===== config.mk =====
export PLATFORM = sky130hd
export DESIGN_NAME = product_bcd_display
export DESIGN_NICKNAME = d
export VERILOG_FILES = /design/src/rtl/bcd_disp_pkg.sv /design/src/rtl/seg7_decoder.sv /design/src/rtl/product_bcd_display.sv
export SDC_FILE = /design/constraint.sdc
export NUM_CORES = 1
export LEC_CHECK = 0
export CAP_MARGIN = 15
export CORE_UTILIZATION = 37
export CTS_CLUSTER_SIZE = 10
export DETAILED_ROUTE_END_ITERATION = 16
export HOLD_SLACK_MARGIN = 0.06
export PLACE_DENSITY = 0.65
export SETUP_SLACK_MARGIN = 0.15
export SYNTH_ARGS = -nofsm -noshare
export SYNTH_HDL_FRONTEND = slang
export SYNTH_HIERARCHICAL = 1
export SYNTH_SLANG_ARGS = --single-unit

===== constraint.sdc =====
create_clock -name clk -period 3.5 [get_ports clk]
set_clock_uncertainty 0.2 [all_clocks]
set_input_delay 0.7 -clock clk [delete_from_list [all_inputs] [get_ports clk]]
set_output_delay 0.7 -clock clk [all_outputs]
set_load 0.02 [all_outputs]

===== src/rtl/bcd_disp_pkg.sv =====
// Shared types and constants for the product BCD display block: FSM states,
// seven-segment patterns and the digit-code type used by the display mux.
package bcd_disp_pkg;

  typedef enum logic {
    IDLE    = 1'b0,
    CONVERT = 1'b1
  } state_t;

  // Digit codes 0-9 are decimal digits; 10 and 11 select minus and blank.
  typedef logic [3:0] digit_code_t;

  localparam digit_code_t CODE_MINUS = 4'd10;
  localparam digit_code_t CODE_BLANK = 4'd11;

  // Active-low segment patterns, bit order {g,f,e,d,c,b,a}.
  localparam logic [6:0] SEG_0     = 7'b1000000;
  localparam logic [6:0] SEG_1     = 7'b1111001;
  localparam logic [6:0] SEG_2     = 7'b0100100;
  localparam logic [6:0] SEG_3     = 7'b0110000;
  localparam logic [6:0] SEG_4     = 7'b0011001;
  localparam logic [6:0] SEG_5     = 7'b0010010;
  localparam logic [6:0] SEG_6     = 7'b0000010;
  localparam logic [6:0] SEG_7     = 7'b1111000;
  localparam logic [6:0] SEG_8     = 7'b0000000;
  localparam logic [6:0] SEG_9     = 7'b0010000;
  localparam logic [6:0] SEG_MINUS = 7'b0111111;
  localparam logic [6:0] SEG_BLANK = 7'b1111111;

  // Double-dabble correction: a nibble of 5 or more would exceed 9 after
  // the next shift, so pre-add 3 to carry into the next decade instead.
  function automatic logic [3:0] add3_if_ge5(input logic [3:0] n);
    return (n >= 4'd5) ? (n + 4'd3) : n;
  endfunction

endpackage


===== src/rtl/seg7_decoder.sv =====
// Combinational digit-code to active-low seven-segment decoder.
module seg7_decoder
  import bcd_disp_pkg::*;
(
  input  logic [3:0] code,
  output logic [6:0] seg
);

  // Map each digit code to its segment pattern; unused codes stay blank.
  always_comb begin
    seg = SEG_BLANK;
    case (code)
      4'd0:       seg = SEG_0;
      4'd1:       seg = SEG_1;
      4'd2:       seg = SEG_2;
      4'd3:       seg = SEG_3;
      4'd4:       seg = SEG_4;
      4'd5:       seg = SEG_5;
      4'd6:       seg = SEG_6;
      4'd7:       seg = SEG_7;
      4'd8:       seg = SEG_8;
      4'd9:       seg = SEG_9;
      CODE_MINUS: seg = SEG_MINUS;
      default:    seg = SEG_BLANK;
    endcase
  end

endmodule


===== src/rtl/product_bcd_display.sv =====
// Accepts signed 8-bit products over valid/ready, converts the magnitude to
// three BCD digits with a one-bit-per-cycle double-dabble engine, latches the
// result and scans it onto a 4-digit multiplexed seven-segment display.
module product_bcd_display
  import bcd_disp_pkg::*;
#(
  parameter int SCAN_DIV = 16
) (
  input  logic        clk,
  input  logic        rst_n,
  input  logic        prod_valid,
  input  logic [7:0]  prod,
  output logic        prod_ready,
  output logic        busy,
  output logic        bcd_valid,
  output logic        sign,
  output logic [11:0] bcd,
  output logic [3:0]  an,
  output logic [6:0]  seg
);

  localparam int DIV_W = (SCAN_DIV > 2) ? $clog2(SCAN_DIV) : 1;
  localparam logic [DIV_W-1:0] DIV_LAST = DIV_W'(SCAN_DIV - 1);

  state_t            state_q, state_nxt;
  logic [3:0]        iter_cnt;
  logic [7:0]        mag;
  logic [11:0]       scratch;
  logic              sign_r;
  logic [11:0]       adj;
  logic [11:0]       scratch_nxt;
  logic [7:0]        mag_nxt;
  logic              accept;
  logic              last_iter;
  logic signed [7:0] prod_s;

  logic [DIV_W-1:0]  div_cnt;
  logic [1:0]        idx;
  digit_code_t       digit_code;
  logic [6:0]        seg_dec;

  // Magnitude of a signed byte as unsigned; -128 maps to 128 without overflow.
  function automatic logic [7:0] abs_mag(input logic signed [7:0] v);
    logic [7:0] u;
    u = v;
    return v[7] ? 8'(~u + 8'd1) : u;
  endfunction

  assign prod_s     = prod;
  assign prod_ready = (state_q == IDLE);
  assign busy       = (state_q == CONVERT);
  assign accept     = prod_valid && prod_ready;
  assign last_iter  = (state_q == CONVERT) && (iter_cnt == 4'd1);

  // One double-dabble step: correct each nibble, then shift {scratch, mag}.
  always_comb begin
    adj         = {add3_if_ge5(scratch[11:8]), add3_if_ge5(scratch[7:4]),
                   add3_if_ge5(scratch[3:0])};
    scratch_nxt = 12'({adj, mag[7]});
    mag_nxt     = {mag[6:0], 1'b0};
  end

  // FSM state register.
  always_ff @(posedge clk or negedge rst_n) begin
    if (!rst_n) state_q <= IDLE;
    else        state_q <= state_nxt;
  end

  // Next state: IDLE waits for a handshake, CONVERT runs eight iterations.
  always_comb begin
    state_nxt = state_q;
    case (state_q)
      IDLE:    if (prod_valid) state_nxt = CONVERT;
      CONVERT: if (iter_cnt == 4'd1) state_nxt = IDLE;
      default: state_nxt = IDLE;
    endcase
  end

  // Conversion datapath: load on handshake, iterate while converting.
  always_ff @(posedge clk or negedge rst_n) begin
    if (!rst_n) begin
      sign_r   <= 1'b0;
      mag      <= '0;
      scratch  <= '0;
      iter_cnt <= '0;
    end else if (accept) begin
      sign_r   <= prod[7];
      mag      <= abs_mag(prod_s);
      scratch  <= '0;
      iter_cnt <= 4'd8;
    end else if (state_q == CONVERT) begin
      scratch  <= scratch_nxt;
      mag      <= mag_nxt;
      iter_cnt <= iter_cnt - 4'd1;
    end
  end

  // Result registers: update only on the final iteration, pulse bcd_valid.
  always_ff @(posedge clk or negedge rst_n) begin
    if (!rst_n) begin
      bcd       <= '0;
      sign      <= 1'b0;
      bcd_valid <= 1'b0;
    end else begin
      bcd_valid <= last_iter;
      if (last_iter) begin
        bcd  <= scratch_nxt;
        sign <= sign_r;
      end
    end
  end

  // Free-running scan divider advancing the digit index every SCAN_DIV cycles.
  always_ff @(posedge clk or negedge rst_n) begin
    if (!rst_n) begin
      div_cnt <= '0;
      idx     <= 2'd0;
    end else if (div_cnt == DIV_LAST) begin
      div_cnt <= '0;
      idx     <= idx + 2'd1;
    end else begin
      div_cnt <= div_cnt + DIV_W'(1);
    end
  end

  // Digit mux with sign and leading-zero suppression on the upper digits.
  always_comb begin
    digit_code = CODE_BLANK;
    case (idx)
      2'd3: digit_code = sign ? CODE_MINUS : CODE_BLANK;
      2'd2: digit_code = (bcd[11:8] == 4'd0) ? CODE_BLANK : bcd[11:8];
      2'd1: digit_code = (bcd[11:4] == 8'd0) ? CODE_BLANK : bcd[7:4];
      default: digit_code = bcd[3:0];
    endcase
  end

  seg7_decoder u_seg7_decoder (
    .code (digit_code),
    .seg  (seg_dec)
  );

  // Registered display drive so anode and segment lines switch together.
  always_ff @(posedge clk or negedge rst_n) begin
    if (!rst_n) begin
      an  <= 4'b1110;
      seg <= SEG_0;
    end else begin
      an  <= ~(4'b0001 << idx);
      seg <= seg_dec;
    end
  end

endmodule


==> results of run 1 <==
-- cells in the final DEF, fill, tap and decap left out, types with 2 or more instances in the layout --
master and instances:
nor3b_1 4, xor2_1 3, o31ai_4 2, nor3_1 3
a22oi_1 5, inv_2 2, a22o_1 3, ha_1 20
xnor2_1 6, dfrtp_1 53, nand3_1 4, mux2_2 5
a21oi_1 12, o21ai_1 4, buf_4 4, nand2b_1 8
a31oi_1 3, inv_1 26, clkdlybuf4s50_1 36, mux2i_1 4
clkbuf_1 4, nand2_1 34, and3_1 2, clkbuf_8 10
nor2_2 2, o21ai_0 42, nor2_1 12, dfstp_2 4
a32oi_1 3
-- area by class of cell --
class | instances | area [sq um] | area share (%)
Clock inverter | 1 | 5.00 | 0.141
Sequential cell | 57 | 1430 | 40.5
Tap cell | 99 | 124 | 3.50
Inverter | 28 | 105 | 2.97
Multi-Input combinational cell | 197 | 1320 | 37.4
Clock buffer | 14 | 153 | 4.32
Timing Repair Buffer | 41 | 395 | 11.2
-- layer usage --
| metal | global-route usage (%) | share of wire [%] | wire, microns |
|---|---|---|---|
| met2 | 23.7 | 47 | 2710 |
| met4 | 8.87 | 2.4 | 141 |
| met5 | 0 | 0 | 0 |
| met3 | 3.45 | 3.1 | 179 |
| met1 | 19.6 | 48 | 2770 |
-- critical path, stage by stage (launching register included) --
cell     delay [ps]
dfrtp_1         410
nor4_2          360
and2_1          210
o21ai_0          80
a32oi_1         470
inv_1           190
ha_1            220
or2_1           210
a21oi_2         150
a31oi_1          50
-- power groups by stage --
stage	clock network (mW)	logic (mW)	registers, mW
floorplan	0	0.630	1.11
global placement	0	1.05	1.07
detailed placement	0	1.08	1.07
CTS	0.535	1.08	1.06
global route	0.565	1.19	1.09
finish	0.520	1.07	1.06
-- how the worst min path moves through the flow --
stage,to,slack [ps],cells past startpoint
4_1_cts,seg[4]$_DFF_PN0_,100,1
6_report,seg[4]$_DFF_PN0_,90,1
3_5_place_dp,scratch[9]$_DFFE_PN0P_,280,2
3_3_place_gp,scratch[9]$_DFFE_PN0P_,260,2
5_1_grt,seg[2]$_DFF_PN0_,130,1
2_1_floorplan,an[0]$_DFF_PN0_,200,0
-- cells by family (layout without fill, tap and decap cells) --
kind of cell / Yosys count / count (layout) / share of synthesized area, %
buffers and inverters: 38 / 84 / 5.45
AOI/OAI and AO/OA: 80 / 80 / 17.0
DFF: 57 / 57 / 49.1
and+or+nand+nor: 79 / 79 / 13.9
xor gates and xnor gates: 9 / 9 / 2.71
muxes: 9 / 9 / 3.31
adders and majority gates: 20 / 20 / 8.59
-- sequential cells by signal, summed over array words and instances, names as in the netlist --
signal,flops
bcd,12
scratch,12
mag,8
seg,7
an,4
div_cnt,4
iter_cnt,4
idx,2
bcd_valid,1
busy,1
sign,1
sign_r,1
-- stage by stage --
| stage | area (sq um) | hold WS [ps] | power (mW) |
|---|---|---|---|
| global route | 3540 | 127 | 2.84 |
| finish | 3540 | 90.3 | 2.65 |
| global placement | 3380 | 263 | 2.11 |
| detailed placement | 3380 | 276 | 2.15 |
| CTS | 3540 | 99.3 | 2.68 |
| floorplan | 2910 | 204 | 1.74 |
==> impl_metrics.toml, run 1 <==
[status]
outcome = "completed"

[setup_path]
cp-endpoint = "seg[3]$_DFF_PN0_"
required_ps = 3520
arrival_ps = 2690
critPathMaxFanout = 6
endpoint_kind = "flop"
r2r_setup_slack_ps = 820
timing.rr.end = "seg[3]$_DFF_PN0_"
startpoint = "bcd[9]$_DFFE_PN0P_"
worstSetupPathType = "flop to flop"
reg2reg_depth = 9
regToRegStartpoint = "bcd[9]$_DFFE_PN0P_"
worstSetupStartpointType = "flop"

[pwr]
p_seq_share_pct = 40.0
swShare_pct = 38.5
power_density_nw_per_um2 = 748
ir_worst_vdd_mv = 0.345
power.internal_mw = 1.63
power_leakage_nw = 1.56
comb_power_share_pct = 40.4
clkPwrFrac_pct = 19.6
switching_power_mw = 1.02

[synth]
synth_nets = 323
yosys_warnings = 6
synth_cell_types = 45
ys_seq_elements = 57
synth_top_area_share_pct = 45.5
synth_area_per_cell_sq_um = 9.98
ys.flop_type = "dfrtp_1"
yosysSeqAreaShare_pct = 49.1
synthArstFlopShare_pct = 100
synthTopCellsByCount = "53 x dfrtp_1, 42 x o21ai_0, 34 x nand2_1, 26 x inv_1, 20 x ha_1"
yosysTopAreaCell = "dfrtp_1"
synth-edff-count = 0
syn_area_sq_um = 2910
synth_most_common_cell = "dfrtp_1"
synth_area_leaders = "dfrtp_1 46%, ha_1 8.6%, o21ai_0 7.2%"
synthCells = 292

[cells_and_area]
drive_gt1_share_pct = 10.9
fillerInstances = 723
finalCoreUtilization_pct = 47.5
diodes = 0
syn2layout_area_growth_pct = 21.4
stdcell_count = 437
nets = 365

[drt]
ant_nets = 0
drt-wirelength-per-cell_microns = 13.3
drt_iter0_markers = 75
avgViaCountPerCell = 4.98
dr.pass1.iters = 4
routed_wl_microns = 5810
drc = 0
via_count = 2176

[timing]
timing.final.ws_setup_ps = 824
drv_slew = 0
clock.fmax_mhz = 374
tightest_slew_ps = 957
final-hold-violation-count = 0
min_period_ps = 2680
relSlewSlack_pct = 36.2
finalCritPeriodShare_pct = 76.5
rsz0062_at_grt = "false"
finalSetupTns_ps = 0
setup_violations = 0

[floorplan]
start_util_pct = 39.1
die_x_microns = 90.7
io_pins = 38
die_h_microns = 90.7
fp-row-count = 31
core_sq_um = 7450
die_area_sq_um = 8230

[placed_design]
dp.cells = 422
pre_cts_slack_ps = 838
io_buffers = 37
place.gp.congestion = 0.791
dp_hpwl_microns = 4200

[flow_run]
maxCapViolCount = 0

[worst_hold_path]
holdCritPathClass = "input pin to async pin"

[grt]
grt_max_degree = 40
grt_antenna_before_repair = 0
grt_overflow = 0
grt_pass1_vias = 2092
grt_pass1_wl_microns = 9740
grt_usage_pct = 15.3

[cts]
cts.sinks = 57
post-cts-setup-buffers = 0
clkSlewWorstSetupHoldPaths_ps = 60
cts.repair.resized = 0
cts_buffer_depth = 2
cts_hold_buf = 0
cts_tree = "built"
numCtsBuffers = 9
clk_root_buffer_cell = "clkbuf_8"
clk_latency_ps = 340
htree_levels = 3
Note: power is estimated with default switching activity, not from simulation.
==> inputs of run 2 (changes only) <==
clock period = 2.6 ns   (was 3.5 ns; I/O delays follow)
==> impl_metrics.toml, run 2 (same netlist as run 1, synthesis figures left out) <==
[worst_hold_path]
holdCritPathClass = "input pin to async pin"

[drt]
routed_wl_microns = 5790
drt-wirelength-per-cell_microns = 12.9
avgViaCountPerCell = 4.88
via_count = 2189
drt_iter0_markers = 74
ant_nets = 0
dr.pass1.iters = 4
drc = 0

[cells_and_area]
syn2layout_area_growth_pct = 27.4
drive_gt1_share_pct = 16.3
area.sequential_sq_um = 1430
stdcell_count = 449
multiInputGateArea_sq_um = 1340
diodes = 0
top_regs = "bcd (12), scratch (12), mag (8)"
fillerInstances = 704
layout_commonest_cell = "dfrtp_1"
design_area_sq_um = 3710
final_cell_mix = "52 x dfrtp_1, 42 x o21ai_0, 36 x clkdlybuf4s50_1, 34 x nand2_1, 25 x inv_1"
nets = 376

[setup_path]
arrival_ps = 2320
worstSetupStartpointType = "flop"
required_ps = 2610
r2r_setup_slack_ps = 290
critPathMaxFanout = 4
reg2reg_depth = 9
endpoint_kind = "flop"
regToRegStartpoint = "bcd[10]$_DFFE_PN0P_"
worstSetupPathType = "flop to flop"
timing.rr.end = "seg[3]$_DFF_PN0_"

[pwr]
comb_power_share_pct = 38.8
power_leakage_nw = 1.64
swShare_pct = 36.3
power_density_nw_per_um2 = 1040
ir_worst_vdd_mv = 0.426
clkPwrFrac_pct = 24.4
finalPower_mw = 3.88
switching_power_mw = 1.41
p_seq_share_pct = 36.8
power.internal_mw = 2.47

[timing]
finalHoldWorstSlack_ps = 98.5
finalSetupTns_ps = 0
setup_violations = 0
rsz0062_at_grt = "false"
min_period_ps = 2310
tightest_slew_ps = 693
finalCritPeriodShare_pct = 88.9
final-hold-violation-count = 0
relSlewSlack_pct = 53.8
clock.fmax_mhz = 433
drv_slew = 0

[grt]
grt_max_degree = 58
grt_usage_pct = 15.5
grt_antenna_before_repair = 0
grt_pass1_vias = 2064
grt_pass1_wl_microns = 9830
grt_overflow = 0

[placed_design]
dp.cells = 430
dpl_cell_area_sq_um = 3450
io_buffers = 37
dp_hpwl_microns = 4130
place.gp.congestion = 0.752

[floorplan]
io_pins = 38
fp-row-count = 31
core_sq_um = 7450
start_util_pct = 39.1
die_h_microns = 90.7
die_area_sq_um = 8230
die_x_microns = 90.7

[cts]
htree_levels = 3
cts_hold_buf = 0
clk_latency_ps = 340
cts_buffer_depth = 2
cts_tree = "built"
clkSlewWorstSetupHoldPaths_ps = 70
clk_root_buffer_cell = "clkbuf_8"
cts.sinks = 57
numCtsBuffers = 9

[status]
outcome = "completed"

[flow_run]
maxCapViolCount = 0
## run 2: final cells by class
type	count	share of cell area (%)
flip-flops and latches	57	38.6
multi-input cells	197	36.2
repair buffers	52	12.9
clock buffers	11	4.08
well taps	99	3.34
inverters	28	2.83
clock inverters	5	2.09
## run 2: how the worst max path moves through the flow
stage                        start                 end  depth (start not counted)
5_1_grt        bcd[10]$_DFFE_PN0P_    seg[1]$_DFF_PN0_                          8
2_1_floorplan   bcd[9]$_DFFE_PN0P_    seg[3]$_DFF_PN0_                          9
4_1_cts         bcd[9]$_DFFE_PN0P_    seg[3]$_DFF_PN0_                          9
3_5_place_dp    bcd[9]$_DFFE_PN0P_    seg[3]$_DFF_PN0_                          9
3_3_place_gp               prod[1]  mag[6]$_DFFE_PN0P_                          7
6_report       bcd[10]$_DFFE_PN0P_    seg[3]$_DFF_PN0_                          9
## run 2: repair_timing
item	in CTS	in global routing
gates resized for setup	0	4
buffers inserted	0	3
endpoints found under the setup margin	0	3
## run 2: routing by layer
metal | GRT usage [%] | vias up | wire length (microns)
li1 | - | 1103 | -
met1 | 18.4 | 1033 | 2590
met2 | 24.9 | 42 | 2780
met3 | 6.48 | 11 | 333
met4 | 5.65 | 0 | 84
met5 | 0 | - | 0
## run 2: power groups by stage
stage	Sequential [mW]	Combinational [mW]	Clock, mW
floorplan	1.50	0.849	0
global placement	1.42	1.43	0
detailed placement	1.43	1.47	0
CTS	1.42	1.48	0.968
global route	1.47	1.68	1.01
finish	1.43	1.50	0.946
## run 2: critical path: stages (launching register included)
cell and delay (ps):
dfrtp_2 430, nor4_4 330, and2_4 190, o21ai_0 90, a32oi_2 260, inv_2 80, ha_1 170, or2_1 220
a21oi_2 150, a31oi_1 60
## run 2: through the flow
step           worst slack [ps]  utilization (%)
4_1_cts                     224             49.4
3_5_place_dp                255             46.3
3_3_place_gp                292             46.3
2_1_floorplan               152                -
6_report                    288             49.8
5_1_grt                     138             49.8
